--- src/rtl/wb_stage_pkg.sv ---
// Shared constants for the MEM/WB write-back stage.
//   LT_*     : load width/sign codes carried on LoadType
//   REG_ZERO : hard-wired zero register, never written
package wb_stage_pkg;

  localparam int unsigned LT_W = 3;

  localparam logic [LT_W-1:0] LT_LW  = 3'b000;
  localparam logic [LT_W-1:0] LT_LB  = 3'b001;
  localparam logic [LT_W-1:0] LT_LBU = 3'b010;
  localparam logic [LT_W-1:0] LT_LH  = 3'b011;
  localparam logic [LT_W-1:0] LT_LHU = 3'b100;

  localparam logic [4:0] REG_ZERO = 5'd0;

endpackage

--- src/rtl/wb_stage_load_extender.sv ---
// Combinational load data extraction (little-endian).
// Ports:
//   i_raw       raw 32-bit word from data memory
//   i_off       byte offset within the word
//   i_load_type LT_* code; unknown codes behave as LW
//   o_data      extracted, sign/zero-extended 32-bit value
module load_extender
  import wb_stage_pkg::*;
(
  input  logic [31:0]     i_raw,
  input  logic [1:0]      i_off,
  input  logic [LT_W-1:0] i_load_type,
  output logic [31:0]     o_data
);

  logic [7:0]  w_byte;
  logic [15:0] w_half;

  always_comb begin
    w_byte = '0;
    case (i_off)
      2'd0:    w_byte = i_raw[7:0];
      2'd1:    w_byte = i_raw[15:8];
      2'd2:    w_byte = i_raw[23:16];
      default: w_byte = i_raw[31:24];
    endcase
  end

  // Halfwords pick the half by off[1]; off[0] is ignored.
  assign w_half = i_off[1] ? i_raw[31:16] : i_raw[15:0];

  always_comb begin
    o_data = i_raw;
    case (i_load_type)
      LT_LB:   o_data = {{24{w_byte[7]}}, w_byte};
      LT_LBU:  o_data = {24'd0, w_byte};
      LT_LH:   o_data = {{16{w_half[15]}}, w_half};
      LT_LHU:  o_data = {16'd0, w_half};
      default: o_data = i_raw;
    endcase
  end

endmodule

--- src/rtl/wb_stage.sv ---
// MEM/WB pipeline register and write-back mux.
// Ports:
//   clock, reset (sync, active-high)
//   stall / flush        hold / invalidate stage contents (flush wins)
//   in_valid, RegWrite_in, MemtoReg_in, LoadType_in, write_reg_in,
//   alu_result_in, read_data_in      MEM-stage results
//   wb_valid, RegWrite_out, write_reg_out, write_data_out   register-file write port
module wb_stage
  import wb_stage_pkg::*;
#(
  parameter int unsigned DATA_W = 32,
  parameter int unsigned REG_AW = 5
) (
  input  logic              clock,
  input  logic              reset,
  input  logic              stall,
  input  logic              flush,
  input  logic              in_valid,
  input  logic              RegWrite_in,
  input  logic              MemtoReg_in,
  input  logic [LT_W-1:0]   LoadType_in,
  input  logic [REG_AW-1:0] write_reg_in,
  input  logic [DATA_W-1:0] alu_result_in,
  input  logic [DATA_W-1:0] read_data_in,
  output logic              wb_valid,
  output logic              RegWrite_out,
  output logic [REG_AW-1:0] write_reg_out,
  output logic [DATA_W-1:0] write_data_out
);

  logic              r_valid;
  logic              r_reg_write;
  logic              r_mem_to_reg;
  logic [LT_W-1:0]   r_load_type;
  logic [REG_AW-1:0] r_write_reg;
  logic [DATA_W-1:0] r_alu_result;
  logic [DATA_W-1:0] r_read_data;
  logic [31:0]       w_load_ext;

  always_ff @(posedge clock) begin
    if (reset || flush) begin
      r_valid      <= 1'b0;
      r_reg_write  <= 1'b0;
      r_mem_to_reg <= 1'b0;
      r_load_type  <= '0;
      r_write_reg  <= '0;
      r_alu_result <= '0;
      r_read_data  <= '0;
    end else if (!stall) begin
      r_valid      <= in_valid;
      r_reg_write  <= RegWrite_in;
      r_mem_to_reg <= MemtoReg_in;
      r_load_type  <= LoadType_in;
      r_write_reg  <= write_reg_in;
      r_alu_result <= alu_result_in;
      r_read_data  <= read_data_in;
    end
  end

  load_extender u_load_extender (
    .i_raw       (r_read_data),
    .i_off       (r_alu_result[1:0]),
    .i_load_type (r_load_type),
    .o_data      (w_load_ext)
  );

  assign wb_valid       = r_valid;
  assign RegWrite_out   = r_valid & r_reg_write & (r_write_reg != REG_AW'(REG_ZERO));
  assign write_reg_out  = r_write_reg;
  assign write_data_out = r_mem_to_reg ? w_load_ext : r_alu_result;

endmodule

--- config.mk ---
export PLATFORM = sky130hd
export DESIGN_NAME = wb_stage
export DESIGN_NICKNAME = d
export VERILOG_FILES = /design/src/rtl/wb_stage_pkg.sv /design/src/rtl/wb_stage_load_extender.sv /design/src/rtl/wb_stage.sv
export SDC_FILE = /design/constraint.sdc
export NUM_CORES = 1
export LEC_CHECK = 0
export CAP_MARGIN = 10
export CORE_MARGIN = 5
export CORE_UTILIZATION = 35
export DETAILED_ROUTE_END_ITERATION = 10
export SKIP_CTS_REPAIR_TIMING = 1
export SLEW_MARGIN = 20
export SYNTH_ARGS = -nofsm -noshare
export SYNTH_HDL_FRONTEND = slang
export SYNTH_HIERARCHICAL = 1
export SYNTH_SLANG_ARGS = --single-unit
--- constraint.sdc ---
create_clock -name clock -period 3.6 [get_ports clock]
set_input_delay 0.54 -clock clock [delete_from_list [all_inputs] [get_ports clock]]
set_output_delay 0.54 -clock clock [all_outputs]
set_load 0.01 [all_outputs]
==> results.cfg, run 1 <==
[run_status]
status = complete, no violations

[min_path]
holdCritPathClass = reg -> reg

[power_and_ir_drop]
p_leak_nw = 2.35
totalPowerFinal_mw = 2.35
ir_worst_vdd_uv = 227
p_per_area_nw_per_um2 = 397

[logic_synthesis]
synth-xor-area-share = 0
synthesis.nets = 542
synth_top_family_by_area = multiplexers
synthCells = 463
netlist.area_leader.share = 0.337
synth_ff_type = dfxtp_1
yosys_warnings = 6
avgSynthCellArea_sq_um = 9.61
yosysTopAreaCell = dfxtp_1
synth_cell_types = 51
synth_edf_count = 0
synth-compound-area-share = 0.152
ys_seq_area_frac = 0.337
ys_seq_elements = 75
synthSimpleGateAreaFrac = 0.123
synth_fa_ha_area_frac = 0
muxShareOfSynthArea = 0.293
async_flop_share = 0
synthesis.area_sq_um = 4450
netlist_top_cells_area = dfxtp_1, mux2i_1, mux2_2, nor2_1, buf_6

[floorplan]
die_w_microns = 123
rows = 41
core_area_sq_um = 12500
die_h_microns = 123
dieArea_sq_um = 15100
num_io_pins = 118
start_util = 0.355

[grt]
antenna_found_initial = 0
grt.total_usage = 0.179
grt_max_degree = 40
grt_overflow_total = 0
grt_pass1_wl_microns = 20700
first_global_vias = 3868

[sta]
rsz0062_at_grt = false
worst_pin_slew_ps = 742
fin_crit_ps = 3360
final_max_slew_viol_count = 0
timing_hold_violations_final = 0
setup_viol = 0
final.setup.worst_slack_ps = 239
fin_skew_ps = 0
fmax_mhz = 298
slew_headroom = 0.505
holdWs_ps = 490
timing.final.crit_share = 0.934
setup_tns_ps = 0

[critical_path]
crit_fanout = 23
required_ps = 3060
endpoint_kind = output pin
cp-start-kind = flop
cp.arrival_ps = 2820
critPathKind = reg -> out

[detailed_routing]
dr.pass1.iters = 7
dr_total_vias = 3766
totalWireLength_microns = 12900
dr.first_iter.drc_count = 247
drtAntennaViolNets = 0
avgRoutedWirePerCell_microns = 17.5
drc = 0
viasPerCell = 5.12

[layout]
n_fill_cell = 1261
syn_to_final_growth_pct = 33.2
final-seq-area_sq_um = 1500
finalNetCount = 638
design_area_sq_um = 5930
antenna_cells = 0
stdcell_count = 736
drive_gt1_frac = 0.129
utilization = 0.473
multi_input_area_sq_um = 2530

[placement]
place_ws_ps = 360
place.gp.congestion = 0.836
post-dp-hpwl_microns = 9380
dp_cells = 720
port-buffer-count = 117
postPlaceCellArea_sq_um = 5540

[clock_tree]
clk_pin_slew_ps = 60
cts_buffers = 9
clockRootBuffer = clkbuf_16
clk_path_buf_depth = 2
htreeDepth = 3
clk_latency_ps = 350
cts_tree = yes
cts.sinks = 75

[job]
maxCapViolCount = 0
-- cells in the final DEF, fill, tap and decap left out, types with 2 or more instances in the layout --
cell type,count
inv_1,8
buf_4,9
a22oi_1,16
nor4bb_1,2
nor2_1,75
o21ai_0,23
o21ai_1,10
nand2_1,14
o221ai_1,8
and3b_1,2
clkbuf_16,9
mux2_2,32
bufinv_16,4
mux2i_1,78
nand2b_1,3
a21o_1,6
mux4_2,6
a22o_1,6
or3_1,2
a21oi_1,18
dfxtp_1,74
nor2b_1,10
or2_2,2
buf_12,2
clkdlybuf4s50_1,116
-- synth_stat cells, types with 3 or more instances --
master and n:
a21o_1 6, mux2_2 32, buf_12 6, clkbuf_1 8
nand2b_1 3, buf_6 14, dfxtp_1 75, o21ai_0 23
nor2b_1 11, a22oi_1 16, o221ai_1 8, buf_2 7
buf_4 5, inv_1 8, mux4_2 6, a22o_1 6
mux2i_1 78, o21ai_1 10, nand2_1 14, nor2_1 76
a21oi_1 18
-- area by class of cell --
cell class / instances / share of cell area
multi-input cells: 337 / 0.427
flip-flops and latches: 75 / 0.254
repair buffers: 127 / 0.214
clock buffers: 10 / 0.0403
well taps: 172 / 0.0363
clock inverters: 6 / 0.0230
inverters: 9 / 0.00570
-- critical path: stages, from the launching register on --
cell,delay (ps)
dfxtp_1,500
buf_4,320
mux4_2,530
a221o_1,370
mux2_2,270
clkdlybuf4s50_1,480
-- logic make-up after synthesis --
group | Yosys count
buffers and inverters | 51
flip-flops | 75
AND/OR/NAND/NOR | 118
multiplexers | 117
AO/OA/AOI/OAI | 102
-- path summary, 6_finish.rpt --
| path | start | to | slack (ps) | cells past startpoint |
|---|---|---|---|---|
| worst max-delay path | r_alu_result[1] | write_data_out[2] | 240 | 5 |
| worst min-delay path | r_alu_result[8] | r_alu_result[8] | 490 | 2 |
| worst max register to register | r_mem_to_reg | r_mem_to_reg | 2300 | 3 |
| worst min register to register | r_alu_result[8] | r_alu_result[8] | 490 | 2 |
-- layer usage --
metal  up-vias  global-route usage  share of wire
met2       123               0.269           0.44
met4         0              0.0791          0.025
met1      1759               0.240           0.46
met3        18              0.0498          0.067
li1       1866                   -              -
met5         -                   0              0
-- power by group --
group / switching, mW / total (mW) / internal (mW)
Combinational: 0.137 / 0.328 / 0.191
Clock: 0.368 / 1.14 / 0.767
Sequential: 0.0323 / 0.890 / 0.858
Note: power is estimated with default switching activity, not from simulation.
==> run 2: changes to the inputs <==
Settings changed: CORE_ASPECT_RATIO set to 1.5, SYNTH_HIERARCHICAL 1 to not set.
==> run 2 against run 1 <==
Compared with the run above:
- register-to-register slack lost 210 ps
- final cell count shrank 7.3%
- core utilization grew 2.4 points
- synthesized cell count shrank 6.0%
- clock skew is the same
- wire length shrank 11%
- sequential power is essentially flat
- sequential share of layout area grew 3.2 points
- critical endpoint is now write_data_out[28]
==> results.cfg, run 2 <==
[critical_path]
endpoint_kind = output pin
cp_slowest_cell = dfxtp_1
cp-start-kind = flop
worstPathCellList = mux4_2, and2_4, a31oi_4, a31oi_1, clkdlybuf4s50_1
cp.arrival_ps = 2830
cp_num_cells = 5
cpLargestDelayFamily = flip-flops
critPathKind = reg -> out
crit_fanout = 16
required_ps = 3060
cpPeakStageDelay_ps = 680
worstPathBufferInverterCount = 1
rr_worst_depth = 3

[detailed_routing]
viasPerCell = 5.03
totalWireLength_microns = 11400
dr.pass1.iters = 4
dr_total_vias = 3431
drtAntennaViolNets = 0
avgRoutedWirePerCell_microns = 16.8
dr.first_iter.drc_count = 219
drc = 0

[sta]
rsz0062_at_grt = false
setup_viol = 0
setup_tns_ps = 0
final_max_slew_viol_count = 0
worst_pin_slew_ps = 935
slew_headroom = 0.377
fin_crit_ps = 3370
final.setup.worst_slack_ps = 227
timing_hold_violations_final = 0
fmax_mhz = 296
timing.final.crit_share = 0.937
fin_skew_ps = 0
holdWs_ps = 493

[clock_tree]
cts.sinks = 75
clockRootBuffer = clkbuf_16
clk_path_buf_depth = 2
cts_tree = yes
cts_buffers = 9
clk_pin_slew_ps = 50
htreeDepth = 3
clk_latency_ps = 330

[logic_synthesis]
avgSynthCellArea_sq_um = 8.67
synth_fa_ha_area_frac = 0
async_flop_share = 0
synthSimpleGateAreaFrac = 0.181
synth-compound-area-share = 0.117
ys_seq_elements = 75
synthesis.nets = 514
yosysMostFrequentCell = nor2_1
synthesis.area_sq_um = 3770
synth_commonest_cells = nor2_1, mux2i_1, dfxtp_1, nand2_1, a31oi_1
muxShareOfSynthArea = 0.248
synth-xor-area-share = 0.00465
yosys_warnings = 0
synth_top_family_by_area = multiplexers
synthCells = 435
ys_seq_area_frac = 0.398
synth_ff_type = dfxtp_1
yosysTopAreaCell = dfxtp_1
synth_edf_count = 0
netlist.area_leader.share = 0.398
netlist_top_cells_area = dfxtp_1, mux2i_1, nor2_1, nand2_1, a31oi_1
synth_cell_types = 36

[floorplan]
die_h_microns = 137
rows = 46
die_w_microns = 94.7
start_util = 0.356
num_io_pins = 118
dieArea_sq_um = 13000
core_area_sq_um = 10600

[layout]
syn_to_final_growth_pct = 39.8
finalNetCount = 614
design_area_sq_um = 5270
stdcell_count = 682
final_common_cell = clkdlybuf4s50_1
antenna_cells = 0
drive_gt1_frac = 0.0725
layout_common_cells = clkdlybuf4s50_1, nor2_1, mux2i_1
utilization = 0.498

[power_and_ir_drop]
totalPowerFinal_mw = 1.98
ir_worst_vdd_uv = 231
p_per_area_nw_per_um2 = 376
p_leak_nw = 2.05

[grt]
grt_max_degree = 48
antenna_found_initial = 0
grt.total_usage = 0.182
grt_pass1_wl_microns = 18000
grt_overflow_total = 0
first_global_vias = 3409

[run_status]
status = complete, no violations

[min_path]
hold_depth = 2
holdCritPathClass = reg -> reg

[placement]
place.gp.congestion = 0.831
dp_cells = 668
port-buffer-count = 117
post-dp-hpwl_microns = 8590
place_ws_ps = 625
postPlaceCellArea_sq_um = 5020

[job]
maxCapViolCount = 0
-- run 2: cell count changes after synthesis, moves of 10 or more --
cell	delta
nor2b_1	-10
clkbuf_1	+14
nor2_1	+28
nand2_1	+33
o21ai_0	-16
mux2_2	-26
o21ai_1	-10
a31oi_1	+25
buf_6	-11
a21oi_1	-15
a22oi_1	-13
-- run 2: layout make-up --
| cell class | count | area, sq um |
|---|---|---|
| fillers | 1080 | 5320 |
| multi-input cells | 318 | 2080 |
| flip-flops and latches | 75 | 1500 |
| repair buffers | 124 | 1230 |
| clock buffers | 10 | 229 |
| well taps | 144 | 180 |
| inverters | 7 | 26.3 |
| clock inverters | 4 | 20.0 |
-- run 2: where the power goes --
part | internal, mW | total [mW] | switching, mW | leakage [nW]
logic | 0.187 | 0.320 | 0.132 | 1.31
clock network | 0.453 | 0.773 | 0.321 | 0.128
registers | 0.858 | 0.889 | 0.0310 | 0.612
total | 1.50 | 1.98 | 0.484 | 2.05
-- run 2: path summary, 6_finish.rpt --
check | startpoint | end | slack, ps
max reg2reg | r_mem_to_reg | r_mem_to_reg | 2090
min | r_alu_result[30] | r_alu_result[30] | 490
min reg2reg | r_alu_result[30] | r_alu_result[30] | 490
max | r_alu_result[1] | write_data_out[28] | 230
-- run 2: cell families after synthesis --
| logic type | after synthesis |
|---|---|
| multiplexers | 89 |
| AO/OA/AOI/OAI | 63 |
| AND/OR/NAND/NOR | 164 |
| flip-flops | 75 |
| XOR/XNOR | 2 |
| buffers and inverters | 42 |
-- run 2: worst register-to-register path, cell delays in order (launching register included) --
cell,delay [ps]
dfxtp_2,850
buf_4,370
mux2i_1,100
nor2_1,110
-- run 2: metal layers --
metal / track usage / part of all wire / vias up
met5: 0 / 0 / -
met3: 0.0501 / 0.056 / 17
met2: 0.314 / 0.51 / 89
met4: 0.0698 / 0.023 / 0
li1: - / - / 1702
met1: 0.211 / 0.41 / 1623
